`config.mk`:
```
export PLATFORM = sky130hd
export DESIGN_NAME = pwm_fade_sequencer
export DESIGN_NICKNAME = d
export VERILOG_FILES = /design/src/rtl/pwm_seq_pkg.sv /design/src/rtl/pwm_tick_gen.sv /design/src/rtl/pwm_fade_sequencer.sv
export SDC_FILE = /design/constraint.sdc
export NUM_CORES = 1
export LEC_CHECK = 0
export CAP_MARGIN = 20
export CORE_UTILIZATION = 61
export DETAILED_ROUTE_END_ITERATION = 6
export PLACE_DENSITY = 0.95
export SYNTH_ARGS = -nofsm -noshare
export SYNTH_HDL_FRONTEND = slang
export SYNTH_SLANG_ARGS = --single-unit
```
`constraint.sdc`:
```
create_clock -name clk -period 10.6 [get_ports clk]
set_clock_uncertainty 0.2 [all_clocks]
set_input_delay 1.59 -clock clk [delete_from_list [all_inputs] [get_ports clk]]
set_output_delay 1.59 -clock clk [all_outputs]
set_load 0.01 [all_outputs]
```
`src/rtl/pwm_seq_pkg.sv`:
```
// Shared types and constants for the PWM fade sequencer.
// Imported by the top and the prescaler sub-module.
package pwm_seq_pkg;
  localparam int DEFAULT_DUTY_W = 8;

  localparam logic MODE_ONESHOT = 1'b0;
  localparam logic MODE_BREATHE = 1'b1;

  typedef enum logic [1:0] {
    IDLE,
    RAMP,
    HOLD
  } state_t;
endpackage

```
`src/rtl/pwm_tick_gen.sv`:
```
// Step-interval prescaler for the fade sequencer.
// Asserts tick on terminal count, then wraps to zero.
module pwm_tick_gen
  import pwm_seq_pkg::*;
#(
  parameter int W = 16
) (
  input  logic         clk,
  input  logic         rst,
  input  logic         clear,
  input  logic         en,
  input  logic [W-1:0] limit,
  output logic         tick
);
  logic [W-1:0] count;

  assign tick = en && !clear && (count == limit);

  always_ff @(posedge clk) begin
    if (rst || clear) begin
      count <= '0;
    end else if (en) begin
      count <= tick ? '0 : count + 1'b1;
    end
  end
endmodule

```
`src/rtl/pwm_fade_sequencer.sv`:
```
// Duty-cycle fade/breathe controller between the SPI
// register file and the PWM datapath.
module pwm_fade_sequencer
  import pwm_seq_pkg::*;
#(
  parameter int PRESCALE_W = 16,
  parameter int DUTY_W     = DEFAULT_DUTY_W
) (
  input  logic                  clk,
  input  logic                  rst,
  input  logic [DUTY_W-1:0]     spi_duty,
  input  logic [DUTY_W-1:0]     cfg_target,
  input  logic [DUTY_W-1:0]     cfg_step,
  input  logic [PRESCALE_W-1:0] cfg_prescale,
  input  logic                  cfg_mode,
  input  logic                  start,
  input  logic                  abort,
  output logic [DUTY_W-1:0]     duty_out,
  output logic                  busy,
  output logic                  done
);
  state_t state;

  logic [DUTY_W-1:0]     cur;
  logic [DUTY_W-1:0]     origin;
  logic [DUTY_W-1:0]     sh_target;
  logic [DUTY_W-1:0]     sh_step;
  logic [PRESCALE_W-1:0] sh_prescale;
  logic                  sh_mode;
  logic                  dir;
  logic                  to_target;

  logic                  tick;
  logic                  launch;
  logic                  hold_now;
  logic [DUTY_W-1:0]     step_eff;
  logic [DUTY_W-1:0]     end_val;
  logic [DUTY_W-1:0]     next_cur;
  logic [DUTY_W:0]       sum;
  logic [DUTY_W:0]       diff;
  logic                  at_end;

  pwm_tick_gen #(
    .W(PRESCALE_W)
  ) u_tick (
    .clk  (clk),
    .rst  (rst),
    .clear(state != RAMP),
    .en   (state == RAMP),
    .limit(sh_prescale),
    .tick (tick)
  );

  assign launch   = start && (state != RAMP);
  assign hold_now = (duty_out == cfg_target)
                 && (cfg_mode == MODE_ONESHOT);
  assign step_eff = (cfg_step == '0)
                  ? DUTY_W'(1) : cfg_step;

  // Wider arithmetic so a step past either rail
  // is seen and clamped to the end value.
  always_comb begin
    end_val = to_target ? sh_target : origin;
    sum     = {1'b0, cur} + {1'b0, sh_step};
    diff    = {1'b0, cur} - {1'b0, sh_step};
    if (dir) begin
      at_end = (sum >= {1'b0, end_val});
    end else begin
      at_end = diff[DUTY_W]
            || (diff <= {1'b0, end_val});
    end
    if (at_end) begin
      next_cur = end_val;
    end else if (dir) begin
      next_cur = sum[DUTY_W-1:0];
    end else begin
      next_cur = diff[DUTY_W-1:0];
    end
  end

  always_ff @(posedge clk) begin
    if (rst) begin
      state       <= IDLE;
      duty_out    <= '0;
      busy        <= 1'b0;
      done        <= 1'b0;
      cur         <= '0;
      origin      <= '0;
      sh_target   <= '0;
      sh_step     <= '0;
      sh_prescale <= '0;
      sh_mode     <= MODE_ONESHOT;
      dir         <= 1'b1;
      to_target   <= 1'b1;
    end else begin
      done <= 1'b0;
      if (abort) begin
        state    <= IDLE;
        busy     <= 1'b0;
        duty_out <= spi_duty;
      end else if (launch) begin
        sh_target   <= cfg_target;
        sh_step     <= step_eff;
        sh_prescale <= cfg_prescale;
        sh_mode     <= cfg_mode;
        origin      <= duty_out;
        cur         <= duty_out;
        dir         <= (cfg_target >= duty_out);
        to_target   <= 1'b1;
        if (hold_now) begin
          state <= HOLD;
          busy  <= 1'b0;
          done  <= 1'b1;
        end else begin
          state <= RAMP;
          busy  <= 1'b1;
        end
      end else begin
        unique case (state)
          IDLE: duty_out <= spi_duty;
          RAMP: begin
            if (tick) begin
              cur      <= next_cur;
              duty_out <= next_cur;
              if (at_end) begin
                if (sh_mode == MODE_BREATHE) begin
                  dir       <= ~dir;
                  to_target <= ~to_target;
                end else begin
                  state <= HOLD;
                  busy  <= 1'b0;
                  done  <= 1'b1;
                end
              end
            end
          end
          HOLD: ;
          default: state <= IDLE;
        endcase
      end
    end
  end
endmodule

```
==> metrics.txt, run 1 <==
status completed; I/O pins 55; Seq cells post-synth 79; CTS max path bufs 2; layout cell share with drive strength beyond 1 ~5.3%; IO buf count 54; DP HPWL ~9400 um; chip height about 91 um; Yosys top cell area share approximately a third; total power draw roughly 0.78 mW; Core ar. approximately 7700 um^2; Post-synth top flop dfxtp_1; Static Leak between 2 and 2.5 nW; sequential fraction of the synthesis area between 30% and 40%; Syn Inst Count just over 600; non-filler cells, final roughly 750; Clock Latency Late Sink approximately 360 ps; Initial Utilization a little over three fifths; crit share post-route just over 40%; CP required 10,630 ps; PD cells around 140 nW/um^2; routed via count 4,667; count of pins over their slew limit 0; initial antenna violation count 0; DR iter-0 viols ~410; TritonCTS Buffers 9; most frequent cells in the layout nand2_1, dfxtp_1, a21oi_1; global-route wire length before repair 21,300 um; drt total wl 13,000 um; Tmin final between 4000 and 5000 ps; clock-pin slew on the worst setup and hold paths about 90 ps; reg-to-reg startpoint sh_step[2]$_SDFFE_PP0P_; Fillers 549; peak fanout along the critical path 9; Synth area leaders dfxtp_1, ha_1, nand2_1, a21oi_1, xor2_1; max-cap violations 0; average via count per standard cell roughly 6.2; Slew headroom around 25%; Sinks on Clock Net between 70 and 80; CTS root buf clkbuf_8; DRC 0; Setup WS post-layout ~6300 ps; setup tns final 0 ps; total grt overflow 0; Final ANT Viol Nets 0; number of enable flip-flop cells after synthesis 0; final hold vios 0; Post-Syn Area just under 5000 um^2; Site Rows 32; vias in the first global route 4,542; syn nets 692; crit path launch type flop; register area about 1600 um^2; drt pass-1 iters 5; unrepaired setup endpoints after global routing no; Syn. warnings 0; most common cell after layout, fill and taps aside nand2_1; Worst Max-Slew Pin Slew approximately 1100 ps; Critical Path Sink Type flop; routed length per instance around 17 um; H-tree depth 3; Die ar. about 8300 um^2; Post-synth ARST share 0%; Yosys cell types 57; Final setup viols 0; area grow syn2layout 15.7%; Worst Hold Class reg2reg; post-CTS setup buffer count 0; die extent in x roughly 90 um; post-cts resize count 0; Mean Syn Cell Area between 8 and 9 um^2; Critical Setup Path Class reg2reg; CTS tree built; crit path from sh_step[2]$_SDFFE_PP0P_; worst hold start origin[5]$_SDFFE_PP0P_; largest net degree at the start of global routing 69; Setup Slack @ Placement about 6200 ps; Multi-input gate area around 3000 um^2; GRT Resource Usage Total 32.2%; Worst IR Drop VDD approximately 0.095 mV; leading area contributor after synthesis dfxtp_1; Final GP Congestion approximately 1; worst path arrival time between 4000 and 5000 ps; Fmax approximately 0.23 GHz; Cells after DPL about 730; nets@finish 728; diode count 0; CTS hold repair buffers 0
==> sequential cells by signal (all words and copies together) (netlist names), 2 cells and up <==
register,count
sh_step,8
cur,8
sh_target,8
u_tick.count,16
sh_prescale,16
origin,8
duty_out,8
state,2
==> final cells by class <==
class,count,area share [%]
tap,102,2.27
multi-input combinational,464,54.0
timing repair buffer,57,9.93
clock buffer,10,2.45
clock inverter,6,1.18
inverter,30,2.00
sequential,79,28.1
==> path summary, 6_finish.rpt <==
path	to	slack, ps	cells after the start
max reg2reg	duty_out[4]$_SDFFE_PP0P_	6260	14
max	duty_out[4]$_SDFFE_PP0P_	6260	14
min reg2reg	origin[5]$_SDFFE_PP0P_	260	2
min	origin[5]$_SDFFE_PP0P_	260	2
==> worst max-delay path, cell delays in order, from the launching register on <==
cell	delay, ps
dfxtp_1	360
inv_1	60
ha_1	410
nand2b_4	200
a2111o_1	440
nand3b_1	110
xnor2_1	170
ha_1	310
a21o_1	160
o21ai_0	160
o2111ai_1	220
o32ai_4	580
mux2i_1	320
nor2_1	100
o41ai_1	410
==> through the flow <==
step                      area, um^2  hold slack (ps)  util [%]
after floorplan                 4860              233         -
after global placement          5420              241      70.1
after detailed placement        5420              250      70.1
after CTS                       5620              260      72.7
after global routing            5620              284      72.7
final                           5620              265      72.7
==> layer usage <==
metal | wire length (um) | GRT usage [%]
met1 | 5140 | 37.3
met2 | 6400 | 56.5
met3 | 959 | 7.29
met4 | 527 | 14.4
met5 | 0 | 0
==> power by group <==
part | switching, mW | internal (mW) | leakage (nW) | total [mW]
clock | 0.115 | 0.117 | 0.107 | 0.232
combinational | 0.126 | 0.0980 | 1.57 | 0.224
sequential | 0.0129 | 0.309 | 0.644 | 0.322
total | 0.254 | 0.524 | 2.32 | 0.779
==> cells by family (layout without fill, tap and decap cells) <==
logic type | after synthesis | in the layout | synth area share (%)
simple gates | 226 | 226 | 21.4
buf+inv | 62 | 103 | 4.97
mux | 17 | 17 | 3.56
xor+xnor | 38 | 38 | 6.85
compound gates | 141 | 141 | 19.5
flops | 79 | 79 | 32.6
fa+ha+maj | 42 | 42 | 11.1
==> synth_stat cells (4+ instances only) <==
cell type / n
xnor2_1: 14
a211oi_1: 10
inv_1: 30
nor3_1: 11
ha_1: 40
or3_1: 4
o21ai_0: 15
nand3b_1: 5
a21o_1: 7
a221oi_1: 6
nand3_1: 15
o41ai_1: 4
dfxtp_1: 79
and3_1: 6
nor4_1: 7
nand2b_1: 8
nand2_1: 104
a21oi_1: 64
mux2i_1: 15
xor2_1: 24
nor2_1: 47
clkbuf_1: 30
Note: power is estimated with default switching activity, not from simulation.
==> run 2, diff against run 1 <==
--- a/config.mk
+++ b/config.mk
@@ -6,9 +6,9 @@
 export NUM_CORES = 1
 export LEC_CHECK = 0
 export CAP_MARGIN = 20
-export CORE_UTILIZATION = 61
+export CORE_UTILIZATION = 57
 export DETAILED_ROUTE_END_ITERATION = 6
-export PLACE_DENSITY = 0.95
+export PLACE_DENSITY = 0.92
 export SYNTH_ARGS = -nofsm -noshare
 export SYNTH_HDL_FRONTEND = slang
 export SYNTH_SLANG_ARGS = --single-unit
==> constraint.sdc (replaced) <==
create_clock -name clk -period 4.11 [get_ports clk]
set_clock_uncertainty 0.2 [all_clocks]
set_input_delay 0.6165 -clock clk [delete_from_list [all_inputs] [get_ports clk]]
set_output_delay 0.6165 -clock clk [all_outputs]
set_load 0.01 [all_outputs]
==> run 2 against run 1 <==
Combinational power increased to 3.1 times the previous value. Sequential cell count did not move. Fmax increased by 8.3%. Sequential share of layout area down 1.3 points. First-iteration DRC count rose by 5.8%. Critical path type unchanged. Critical endpoint is now state[0]$_SDFFE_PP0P_.
==> metrics.txt, run 2 (synthesis results as in run 1) <==
status completed; drt pass-1 iters 6; Initial Utilization 59.1%; routed via count approximately 4,700; Core ar. 8220 um^2; reg-to-reg startpoint cur[0]$_SDFFE_PP0P_; H-tree depth 3; Fmax approximately 0.25 GHz; Critical Path Sink Type flop; worst path arrival time 4060 ps; final hold vios 0; die extent in x ~94 um; count of pins over their slew limit 0; Tmin final 4010 ps; DR iter-0 viols 438; routed length per instance 17.8 um; Sinks on Clock Net just under 80; worst hold path stage count 2; crit path launch type flop; slowest cell delay on critical path roughly 610 ps; Static Leak roughly 2.4 nW; PD cells roughly 350 nW/um^2; IO buf count 54; area grow syn2layout 21.7%; initial antenna violation count 0; Site Rows 33; diode count 0; average via count per standard cell around 6.1; Clock Latency Late Sink ~360 ps; DP HPWL around 9700 um; chip height around 94 um; max-cap violations 0; CTS root buf clkbuf_8; Final GP Congestion ~0.94; Critical Setup Path Class reg2reg; CTS tree built; R2R cell count 16; capturing point of the worst reg2reg path state[0]$_SDFFE_PP0P_; Worst Hold Class reg2reg; WHS Endpoint origin[5]$_SDFFE_PP0P_; Die ar. ~8900 um^2; worst hold start origin[5]$_SDFFE_PP0P_; total grt overflow 0; most frequent cells in the layout nand2_1, dfxtp_1, a21oi_1; global-route wire length before repair around 21,000 um; Slew headroom between 20% and 30%; setup tns final 0 ps; largest net degree at the start of global routing 50; DRC 0; most common cell after layout, fill and taps aside nand2_1; TritonCTS Buffers 9; Final ANT Viol Nets 0; clock-pin slew on the worst setup and hold paths around 90 ps; worst reg-to-reg setup slack between 100 and 150 ps; GRT Resource Usage Total between 30% and 40%; Worst IR Drop VDD roughly 0.32 mV; CTS hold repair buffers 0; I/O pins 55; CP max-delay cell or4_4; Regs by FF count sh_prescale x16, u_tick.count x16; drt total wl about 14,000 um; Final setup viols 0; nets@finish about 750; CP required between 4000 and 5000 ps; Min Hold Slack roughly 260 ps; layout cell share with drive strength beyond 1 between 10% and 20%; vias in the first global route 4,348; Worst Max-Slew Pin Slew roughly 1100 ps; CP Cell Sequence inv_2, ha_2, inv_1, fa_2, a211oi_2, o21bai_1, a21o_1, xnor2_1, ha_1, nand3_2, or3_4, o2111ai_4, o32ai_4, or4_4, buf_6, and3_1; CTS max path bufs 2; crit share post-route a little over nine tenths; peak fanout along the critical path 7
==> run 2: changes by cell type in the layout (fill, tap and decap cells not counted), sizes merged <==
cell	delta
clkinvlp	+2
buf	+24
clkinv	-1
bufinv	-1
==> run 2: final cells by class <==
| class | instances | area (um^2) |
|---|---|---|
| clock buffer | 10 | 138 |
| clock inverter | 6 | 52.6 |
| fill | 555 | 2310 |
| inverter | 30 | 113 |
| multi-input combinational | 464 | 3150 |
| sequential | 79 | 1590 |
| tap | 105 | 131 |
| timing repair buffer | 81 | 742 |
==> run 2: per-layer routing <==
layer	part of all wire, %	routed length (um)	global-route usage (%)
met5	0	0	0
met4	2.9	406	10.6
met3	7.3	1010	6.07
met2	49	6790	52.7
met1	41	5620	37.6
==> run 2: worst max-delay path: cells and delay by family (launching register included) <==
kind / cells / cell delay (ps)
compound gates: 5 / 880
xor+xnor: 1 / 130
fa+ha+maj: 3 / 870
buf+inv: 3 / 260
flops: 1 / 330
simple gates: 4 / 1230
==> run 2: worst max path at each step <==
stage / to / cells after the start / slack [ps] / start
2_1_floorplan: busy$_SDFFE_PP0P_ / 16 / 290 / cur[0]$_SDFFE_PP0P_
3_3_place_gp: cur[4]$_SDFFE_PP0P_ / 14 / 120 / sh_step[0]$_SDFFE_PP0P_
3_5_place_dp: cur[4]$_SDFFE_PP0P_ / 14 / 20 / sh_step[0]$_SDFFE_PP0P_
4_1_cts: duty_out[2]$_SDFFE_PP0P_ / 14 / 20 / sh_step[0]$_SDFFE_PP0P_
5_1_grt: state[1]$_SDFFE_PP0P_ / 16 / -80 / cur[0]$_SDFFE_PP0P_
6_report: state[0]$_SDFFE_PP0P_ / 16 / 100 / cur[0]$_SDFFE_PP0P_
==> run 2: repair_timing <==
action / 4_1_cts / 5_1_grt
endpoints found under the setup margin: 3 / 15
setup buffers: 2 / 6
gates resized for setup: 1 / 29
pin swaps: 1 / 17
hold endpoints to repair: 0 / 0
==> run 2: metrics by stage <==
stage,power (mW),utilization (%),cells,setup WS (ps),cell area [um^2]
after floorplan,1.24,-,605,288,4860
after global placement,1.41,67.4,751,121,5540
after detailed placement,1.43,67.4,751,19.5,5540
after CTS,1.98,70.0,769,15.3,5750
after global routing,2.16,71.9,775,-79.3,5910
final,2.08,71.9,775,105,5910
==> run 2: power breakdown <==
group / switching [mW] / total (mW) / internal (mW) / leakage [nW]
Sequential: 0.0324 / 0.831 / 0.799 / 0.646
Clock: 0.310 / 0.553 / 0.244 / 0.0910
Combinational: 0.373 / 0.691 / 0.318 / 1.70
Total: 0.715 / 2.08 / 1.36 / 2.44
